File: src/rtl/adder_seq_pkg.sv
// Shared types and constants for the byte-serial shared-adder arbiter.
package adder_seq_pkg;
  localparam int BYTE_W = 8;
  localparam int NREQ   = 2;

  typedef enum logic [1:0] {
    IDLE  = 2'd0,
    BUSY  = 2'd1,
    DRAIN = 2'd2
  } state_t;
endpackage

File: src/rtl/prefix_add8_cin.sv
// Combinational 8-bit Sklansky prefix adder with carry-in and carry-out.
module prefix_add8_cin
  import adder_seq_pkg::*;
(
  input  logic [BYTE_W-1:0] a_i,
  input  logic [BYTE_W-1:0] b_i,
  input  logic              cin_i,
  output logic [BYTE_W-1:0] sum_o,
  output logic              cout_o
);
  localparam int LVL = $clog2(BYTE_W);

  logic [BYTE_W-1:0] p0;
  logic [BYTE_W-1:0] g_l [0:LVL];
  logic [BYTE_W-1:0] p_l [0:LVL-1];

  assign p0 = a_i ^ b_i;
  // Carry-in is folded into bit 0's generate, so g_l[LVL][i] is the carry into bit i+1.
  assign g_l[0] = (a_i & b_i) | {{(BYTE_W-1){1'b0}}, p0[0] & cin_i};
  assign p_l[0] = p0;

  for (genvar k = 0; k < LVL; k++) begin : g_lvl
    for (genvar i = 0; i < BYTE_W; i++) begin : g_bit
      localparam int J = ((i >> k) << k) - 1;
      if (((i >> k) & 1) == 1) begin : g_cell
        assign g_l[k+1][i] = g_l[k][i] | (p_l[k][i] & g_l[k][J]);
        if (k < LVL - 1) begin : g_pout
          if (i < (2 << k)) begin : g_gray
            assign p_l[k+1][i] = p_l[k][i];
          end else begin : g_black
            assign p_l[k+1][i] = p_l[k][i] & p_l[k][J];
          end
        end
      end else begin : g_pass
        assign g_l[k+1][i] = g_l[k][i];
        if (k < LVL - 1) begin : g_pout
          assign p_l[k+1][i] = p_l[k][i];
        end
      end
    end
  end

  assign sum_o  = p0 ^ {g_l[LVL][BYTE_W-2:0], cin_i};
  assign cout_o = g_l[LVL][BYTE_W-1];
endmodule

File: src/rtl/adder_arbiter_seq.sv
// Round-robin packet arbiter sharing one prefix adder between two byte-serial requesters.
// Define ADDER_SUB_EN to add per-requester in_sub (A-B via inverted B and first-beat carry-in).
module adder_arbiter_seq
  import adder_seq_pkg::*;
#(
  parameter  int MAX_BYTES = 8,
  localparam int CNT_W     = $clog2(MAX_BYTES + 1)
) (
  input  logic                     clk,
  input  logic                     rst,
  input  logic [NREQ-1:0]          in_valid,
  output logic [NREQ-1:0]          in_ready,
  input  logic [NREQ*BYTE_W-1:0]   in_a,
  input  logic [NREQ*BYTE_W-1:0]   in_b,
  input  logic [NREQ-1:0]          in_last,
`ifdef ADDER_SUB_EN
  input  logic [NREQ-1:0]          in_sub,
`endif
  output logic                     out_valid,
  input  logic                     out_ready,
  output logic [BYTE_W-1:0]        out_sum,
  output logic                     out_last,
  output logic                     out_carry,
  output logic                     out_id,
  output logic                     out_err,
  output state_t                   dbg_state,
  output logic                     dbg_rr
);
  // Handshake: a beat moves on a cycle where valid and ready are both high at the
  // rising edge; valid never waits for ready, and in_ready never looks at in_valid.
  state_t            state_q;
  logic              grant_q, rr_q, carry_q;
  logic [CNT_W-1:0]  cnt_q, cnt_d;
  logic              out_valid_q, out_last_q, out_carry_q, out_id_q, out_err_q;
  logic [BYTE_W-1:0] out_sum_q;

  logic [BYTE_W-1:0] a_sel, b_sel, b_eff, sum_d;
  logic              last_sel, sub_sel, cin_d, carry_d, beat_acc, out_free;
  logic [NREQ-1:0]   grant_oh;

  assign out_free = ~out_valid_q | out_ready;
  assign grant_oh = grant_q ? 2'b10 : 2'b01;

  always_comb begin
    in_ready = '0;
    if (!rst && ((state_q == BUSY && out_free) || state_q == DRAIN))
      in_ready = grant_oh;
  end

  assign beat_acc = |(in_valid & in_ready);

  always_comb begin
    a_sel    = grant_q ? in_a[2*BYTE_W-1:BYTE_W] : in_a[BYTE_W-1:0];
    b_sel    = grant_q ? in_b[2*BYTE_W-1:BYTE_W] : in_b[BYTE_W-1:0];
    last_sel = grant_q ? in_last[1] : in_last[0];
`ifdef ADDER_SUB_EN
    sub_sel  = grant_q ? in_sub[1] : in_sub[0];
`else
    sub_sel  = 1'b0;
`endif
    b_eff    = sub_sel ? ~b_sel : b_sel;
    // First beat seeds the chain (1 for subtract); later beats use the stored carry.
    cin_d    = (cnt_q == '0) ? sub_sel : carry_q;
    cnt_d    = cnt_q + CNT_W'(1);
  end

  prefix_add8_cin u_add (
    .a_i   (a_sel),
    .b_i   (b_eff),
    .cin_i (cin_d),
    .sum_o (sum_d),
    .cout_o(carry_d)
  );

  always_ff @(posedge clk) begin
    if (rst) begin
      state_q     <= IDLE;
      grant_q     <= 1'b0;
      rr_q        <= 1'b0;
      carry_q     <= 1'b0;
      cnt_q       <= '0;
      out_valid_q <= 1'b0;
      out_sum_q   <= '0;
      out_last_q  <= 1'b0;
      out_carry_q <= 1'b0;
      out_id_q    <= 1'b0;
      out_err_q   <= 1'b0;
    end else begin
      if (out_valid_q && out_ready) out_valid_q <= 1'b0;
      case (state_q)
        IDLE: begin
          if (|in_valid) begin
            grant_q <= in_valid[rr_q] ? rr_q : ~rr_q;
            carry_q <= 1'b0;
            cnt_q   <= '0;
            state_q <= BUSY;
          end
        end
        BUSY: begin
          if (beat_acc) begin
            out_valid_q <= 1'b1;
            out_sum_q   <= sum_d;
            out_id_q    <= grant_q;
            carry_q     <= carry_d;
            cnt_q       <= cnt_d;
            if (last_sel) begin
              out_last_q  <= 1'b1;
              out_carry_q <= carry_d;
              out_err_q   <= 1'b0;
              rr_q        <= ~grant_q;
              state_q     <= IDLE;
            end else if (cnt_d == CNT_W'(MAX_BYTES)) begin
              out_last_q  <= 1'b1;
              out_carry_q <= carry_d;
              out_err_q   <= 1'b1;
              state_q     <= DRAIN;
            end else begin
              out_last_q  <= 1'b0;
              out_carry_q <= 1'b0;
              out_err_q   <= 1'b0;
            end
          end
        end
        DRAIN: begin
          // Overlong tail is swallowed until the requester's own last beat.
          if (beat_acc && last_sel) begin
            rr_q    <= ~grant_q;
            state_q <= IDLE;
          end
        end
        default: state_q <= IDLE;
      endcase
    end
  end

  assign out_valid = out_valid_q;
  assign out_sum   = out_sum_q;
  assign out_last  = out_last_q;
  assign out_carry = out_carry_q;
  assign out_id    = out_id_q;
  assign out_err   = out_err_q;
  assign dbg_state = state_q;
  assign dbg_rr    = rr_q;
endmodule
File: config.mk
export PLATFORM = sky130hd
export DESIGN_NAME = adder_arbiter_seq
export DESIGN_NICKNAME = d
export VERILOG_FILES = /design/src/rtl/adder_seq_pkg.sv /design/src/rtl/prefix_add8_cin.sv /design/src/rtl/adder_arbiter_seq.sv
export SDC_FILE = /design/constraint.sdc
export NUM_CORES = 1
export LEC_CHECK = 0
export CAP_MARGIN = 20
export CORE_MARGIN = 2
export CORE_UTILIZATION = 43
export CTS_BUF_LIST = sky130_fd_sc_hd__clkbuf_16
export CTS_CLUSTER_SIZE = 30
export DETAILED_ROUTE_END_ITERATION = 6
export GPL_TIMING_DRIVEN = 1
export PLACE_DENSITY = 0.89
export RECOVER_POWER = 100
export SLEW_MARGIN = 20
export SYNTH_ARGS = -nofsm -noshare
export SYNTH_HDL_FRONTEND = slang
export SYNTH_SLANG_ARGS = --single-unit
File: constraint.sdc
create_clock -name clk -period 3.2 [get_ports clk]
set_clock_uncertainty 0.2 [all_clocks]
set_input_delay 0.8 -clock clk [delete_from_list [all_inputs] [get_ports clk]]
set_output_delay 0.8 -clock clk [all_outputs]
set_load 0.005 [all_outputs]
# Word level (Yosys, flattened, before mapping)
# Index checks and enable logic that the tools add are counted.
# Widths: inputs -> output; s select.
[totals] regBits=22 output_inout_bits=18 wordCells=110 inputBits=39
[op_classes] mux=33 n_eq_ne=8 bitwise_logic=39 order_cmp=1 n_reduce_logical=17 add_sub_neg=1
[ops] op="$and 1x1->1" count=18
[ops] op="$mux 1" count=18
[ops] op="$mux 8" count=2
[ops] op="$xor 8x8->8" count=2
[ops] op="$mux 2" count=7
[ops] op="$or 1x1->1" count=13
[ops] op="$and 8x8->8" count=1
[ops] op="$mux 4" count=2
[ops] op="$or 8x1->8" count=1
[ops] op="$pmux 4 s2" count=1
[ops] op="$reduce_and 4->1" count=2
[ops] op="$ne 2x2->1 const B" count=3
[ops] op="$pmux 2 s3" count=1
[ops] op="$add 4x1->4 const B" count=1
[ops] op="$eq 4x4->1 const B" count=1
[ops] op="$logic_and 1x1->1" count=4
[ops] op="$logic_not 4->1" count=1
[ops] op="$pmux 1 s2" count=2
[ops] op="$reduce_and 2->1" count=2
[ops] op="$reduce_bool 2->1" count=2
[ops] op="$reduce_or 2->1" count=2
[ops] op="$ne 3x2->1 const B" count=1
[ops] op="$not 1->1" count=3
[ops] op="$reduce_and 3->1" count=1
[ops] op="other kinds (8)" count=8

# Depth between registers and ports, before layout
[logic_depth] word_depth=12 depth_mapped=13 depth_no_buf=13

# Hierarchy
# A second synthesis with hierarchy kept.
[unflattened] cells_unflattened=176 area_unflattened_um2=1486.4
[by_module_without_submodules] mod="adder_arbiter_seq" cells_each=139 area_each_um2=1159.9 instances=1 seq_area_each_um2=440.4
[by_module_without_submodules] mod="prefix_add8_cin" cells_each=37 area_each_um2=326.6 instances=1 seq_area_each_um2=0.0

# Worst setup path before layout
# OpenSTA, ideal clock, no wires.
[synth_timing] kind="register -> register" start="register grant_q" end="register out_sum_q[4], in the netlist out_sum[4]" setup_ps=86 t_required_ps=2914 synth_period_minus_slack_ps=2960 stages_incl_launch_ff=11 arrival_time_ps=2674 setup_slack_ps=240 n_path_buf=1 path_cell_list="dfxtp_1 -> buf_1 -> mux2_2 -> fa_1 -> inv_1 -> fa_1 -> nand2b_1 -> nand2b_1 -> a21oi_1 -> fa_1 -> a211oi_1"
[synth_between] elab_chain_len=9 elab_cells_between_ends=19 cone_classes="mux (4); bitwise (13); reduce/logical (2)"
[synth_rtl] element="from (decl)" line="adder_arbiter_seq.sv:32" text="logic grant_q, rr_q, carry_q;"
[synth_rtl] element="from (signal assigned)" line="adder_arbiter_seq.sv:93" text="grant_q <= in_valid[rr_q] ? rr_q : ~rr_q;"
[synth_rtl] element="$mux 8 (on tied branches)" line="adder_arbiter_seq.sv:53, adder_arbiter_seq.sv:54"
[synth_rtl] element="$xor 8x8->8" line="prefix_add8_cin.sv:17" text="assign p0 = a_i ^ b_i;"
[synth_rtl] element="$and 1x1->1" line="prefix_add8_cin.sv:19" text="assign g_l[0] = (a_i & b_i) | {{(BYTE_W-1){1'b0}}, p0[0] & cin_i};"
[synth_rtl] element="$or 8x1->8" line="prefix_add8_cin.sv:19"
[synth_rtl] element="$and 1x1->1" line="prefix_add8_cin.sv:26" text="assign g_l[k+1][i] = g_l[k][i] | (p_l[k][i] & g_l[k][J]);"
[synth_rtl] element="$or 1x1->1" line="prefix_add8_cin.sv:26"
[synth_rtl] element="$and 1x1->1" line="prefix_add8_cin.sv:26"
[synth_rtl] element="$or 1x1->1" line="prefix_add8_cin.sv:26"
[synth_rtl] element="$xor 8x8->8" line="prefix_add8_cin.sv:43" text="assign sum_o = p0 ^ {g_l[LVL][BYTE_W-2:0], cin_i};"
[synth_rtl] element="to (signal assigned)" line="adder_arbiter_seq.sv:102" text="out_sum_q <= sum_d;"
[synth_rtl] element="to (decl)" line="adder_arbiter_seq.sv:35" text="logic [BYTE_W-1:0] out_sum_q;"
# Parallel ways exist; a longest one is shown, timed or not.
# A chain may end at the register's enable or synchronous reset.

# Worst setup path after layout
[layout_timing] start="input in_a[0]" end="register out_sum_q[4], in the netlist out_sum[4]"
[layout_between] elab_chain_len=9 elab_cells_between_ends=10 cone_classes="mux (1); bitwise (9)"
[layout_rtl] element="from (decl)" line="adder_arbiter_seq.sv:13" text="input logic [NREQ*BYTE_W-1:0] in_a,"
[layout_rtl] element="$mux 8 *" line="adder_arbiter_seq.sv:53" text="a_sel = grant_q ? in_a[2*BYTE_W-1:BYTE_W] : in_a[BYTE_W-1:0];"
[layout_rtl] element="$xor 8x8->8" line="prefix_add8_cin.sv:17"
[layout_rtl] element="$and 1x1->1" line="prefix_add8_cin.sv:19"
[layout_rtl] element="$or 8x1->8 *" line="prefix_add8_cin.sv:19"
[layout_rtl] element="$and 1x1->1 *" line="prefix_add8_cin.sv:26"
[layout_rtl] element="$or 1x1->1 *" line="prefix_add8_cin.sv:26"
[layout_rtl] element="$and 1x1->1 *" line="prefix_add8_cin.sv:26"
[layout_rtl] element="$or 1x1->1 *" line="prefix_add8_cin.sv:26"
[layout_rtl] element="$xor 8x8->8 *" line="prefix_add8_cin.sv:43"
# Mark *: on every way between the ends. The rest lies on a longest branch, timed or not.

==> metrics.cfg <==
[critical_path]
crit_required_ps = 3170
worst_setup_path_start_kind = primary input
crit_top_cell = fa_2
crit_type = in2reg
path_cells = clkdlybuf4s50_1 > mux2_4 > fa_2 > inv_2 > fa_2 > nand2b_4 > nand2b_1 > a21oi_2 > fa_1 > a211oi_1
cp_slowest_cell = fa_1
arrival_ps = 3080
worst_setup_path_end_kind = flip-flop
slowest_delay_ps = 420
crit_path_max_fanout = 2

[yosys]
ys_seq_elements = 22
synth_commonest_cells = 22 x dfxtp_1, 20 x a21oi_1, 18 x nand2_1
syn-cell-area_um2 = 1429
seq_area_frac_synth_pct = 30.82
syn_area_per_cell_um2 = 8.556
synthTopCellsByArea = dfxtp_1 31%, mux2_2 9.5%, a21oi_1 7.0%
ys_types = 39
syn_inst = 167
syn-num-nets = 218
synth.top_cell.area_share_pct = 30.82
synthFlopType = dfxtp_1
yosysTopAreaCell = dfxtp_1
synth_enable_flop_cells = 0
synth_most_common_cell = dfxtp_1
synth_async_sr_flop_share_pct = 0
ys.warnings.count = 0

[layout]
regArea_um2 = 440.4
final_cells = 274
fill_cells = 253
finalNetCount = 283
diodes = 0
drive_above_1_share_pct = 16.09
syn_to_final_growth_pct = 55.08
multi_input_comb_area_um2 = 954.7

[global_routing]
grt_antenna_before_repair = 0
grt_pass1_wl_um = 6078
grt_overflow = 0
grt_use_total_pct = 21.61
grt_max_degree = 24
grt_pass1_vias = 1478

[sta]
worstMarginPinSlew_ps = 301.1
drv_slew = 0
min_period_ps = 3113
fmax_mhz = 321.2
relSlewSlack_pct = 79.35
fin_crit_sh_pct = 97.29
fin_tns_setup_ps = 0
finalHoldViolations = 0
hold_ws_ps = 251.0
finalSetupViolCount = 0
rsz0062_at_grt = true

[clock_tree]
tritoncts = done
cts_root_buf = clkbuf_16
holdBufCountCts = 0
cts_buffer_depth = 2
clock_sinks = 22
cts_inserted_buffers = 3
clk_latency_ps = 250
clk_pin_slew_ps = 60
htree_levels = 1

[die]
die_w_um = 61.65
core_um2 = 3103
rows = 20
dieArea_um2 = 3800
start_util_pct = 46.05
io_pins = 57
die_y_um = 61.65

[placed_design]
dp.cells = 269
port_buffers = 56
dp_hpwl_um = 2686
place_congestion = 0.8219

[power_and_ir_drop]
pwr_density_cell_nw_per_um2 = 356.1
peakVddDrop_uv = 204.4
p_leak_nw = 0.8896

[drt]
vias = 1442
vias_per_cell = 5.263
first_pass_iters = 4
drt_wl_total_um = 3665
postRouteAntennaNets = 0
drc_errors = 0
first_iter_violations = 41
wl_per_cell_um = 13.38

[status]
outcome = finished, final reports clean

[hold_path]
hp-class = reg2reg

[job]
maxCapViolCount = 0

==> repair_timing <==
action	4_1_cts	5_1_grt
setup buffers	1	1
gates cloned	0	0
pin swaps	1	3
gates resized for setup	5	6
setup endpoints to repair	2	5
==> stage by stage <==
step / power (mW) / setup slack (ps) / instance area (um2) / util (%)
after floorplan: 0.4184 / 240.2 / 1429 / -
after global placement: 0.5172 / -214.9 / 2088 / 67.30
after detailed placement: 0.5242 / -277.2 / 2088 / 67.30
after CTS: 0.7845 / 4.899 / 2187 / 70.48
after global routing: 0.8278 / -21.18 / 2216 / 71.41
final: 0.7890 / 86.82 / 2216 / 71.41
==> power by group <==
part | switching [mW] | internal, mW
Combinational | 0.102 | 0.136
Sequential | 0.00809 | 0.285
Clock | 0.0930 | 0.165
Total | 0.203 | 0.586
==> worst max-delay path, delay by kind of cell <==
family / cells / cell delay, ps
fa+ha+maj: 3 / 1010
buf+inv: 2 / 470
compound gates: 2 / 350
mux: 1 / 280
simple gates: 2 / 180
==> registers in the layout, summed over array words and instances (netlist names) <==
register   flops
out_sum        8
cnt_q          4
dbg_state      2
carry_q        1
dbg_rr         1
grant_q        1
out_carry      1
out_err        1
out_id         1
out_last       1
out_valid      1
==> cell families after synthesis <==
kind of cell	after synthesis	synth area share, %
flip-flops	22	30.82
AND/OR/NAND/NOR	52	17.60
XOR/XNOR	3	1.839
multiplexers	18	13.66
AO/OA/AOI/OAI	42	18.39
adder cells (fa/ha/maj)	12	12.61
buffers and inverters	18	5.079
==> placed cells by master (no fill, tap or decap), drive strengths merged, types with 3 or more instances in the layout <==
cell           Yosys  final
o21ai              3      3
mux2i              6      6
a211oi             6      6
fa                 4      4
clkdlybuf4s50      0     37
nand2             18     18
buf                6     13
clkbuf             3      3
nand3              4      4
dfxtp             22     22
mux2              12     12
nor2              12     12
dlygate4sd3        0     18
a21oi             20     20
inv                8      8
ha                 8      8
nand2b             5      5
==> final timing paths <==
path	startpoint	to	cells past startpoint	slack, ps
max	in_a[0]	out_sum[4]$_SDFFE_PP0P_	10	90
min	out_err$_SDFFE_PP0P_	out_err$_SDFFE_PP0P_	2	250
max reg2reg	cnt_q[0]$_SDFFE_PP0P_	out_sum[5]$_SDFFE_PP0P_	13	260
min reg2reg	out_err$_SDFFE_PP0P_	out_err$_SDFFE_PP0P_	2	250
==> per-layer routing <==
layer,track usage [%],up-vias,part of all wire (%)
li1,-,720,-
met1,23.00,672,42
met2,40.60,42,50
met3,5.042,8,5.6
met4,8.511,0,2.2
met5,0,-,0
==> cell type report <==
cell class / instances / area share, %
multi-input cells: 127 / 43.08
repair buffers: 69 / 29.64
flip-flops and latches: 22 / 19.88
clock buffers: 3 / 3.388
well taps: 44 / 2.484
inverters: 9 / 1.525
Power figures use the tool's default switching activity.
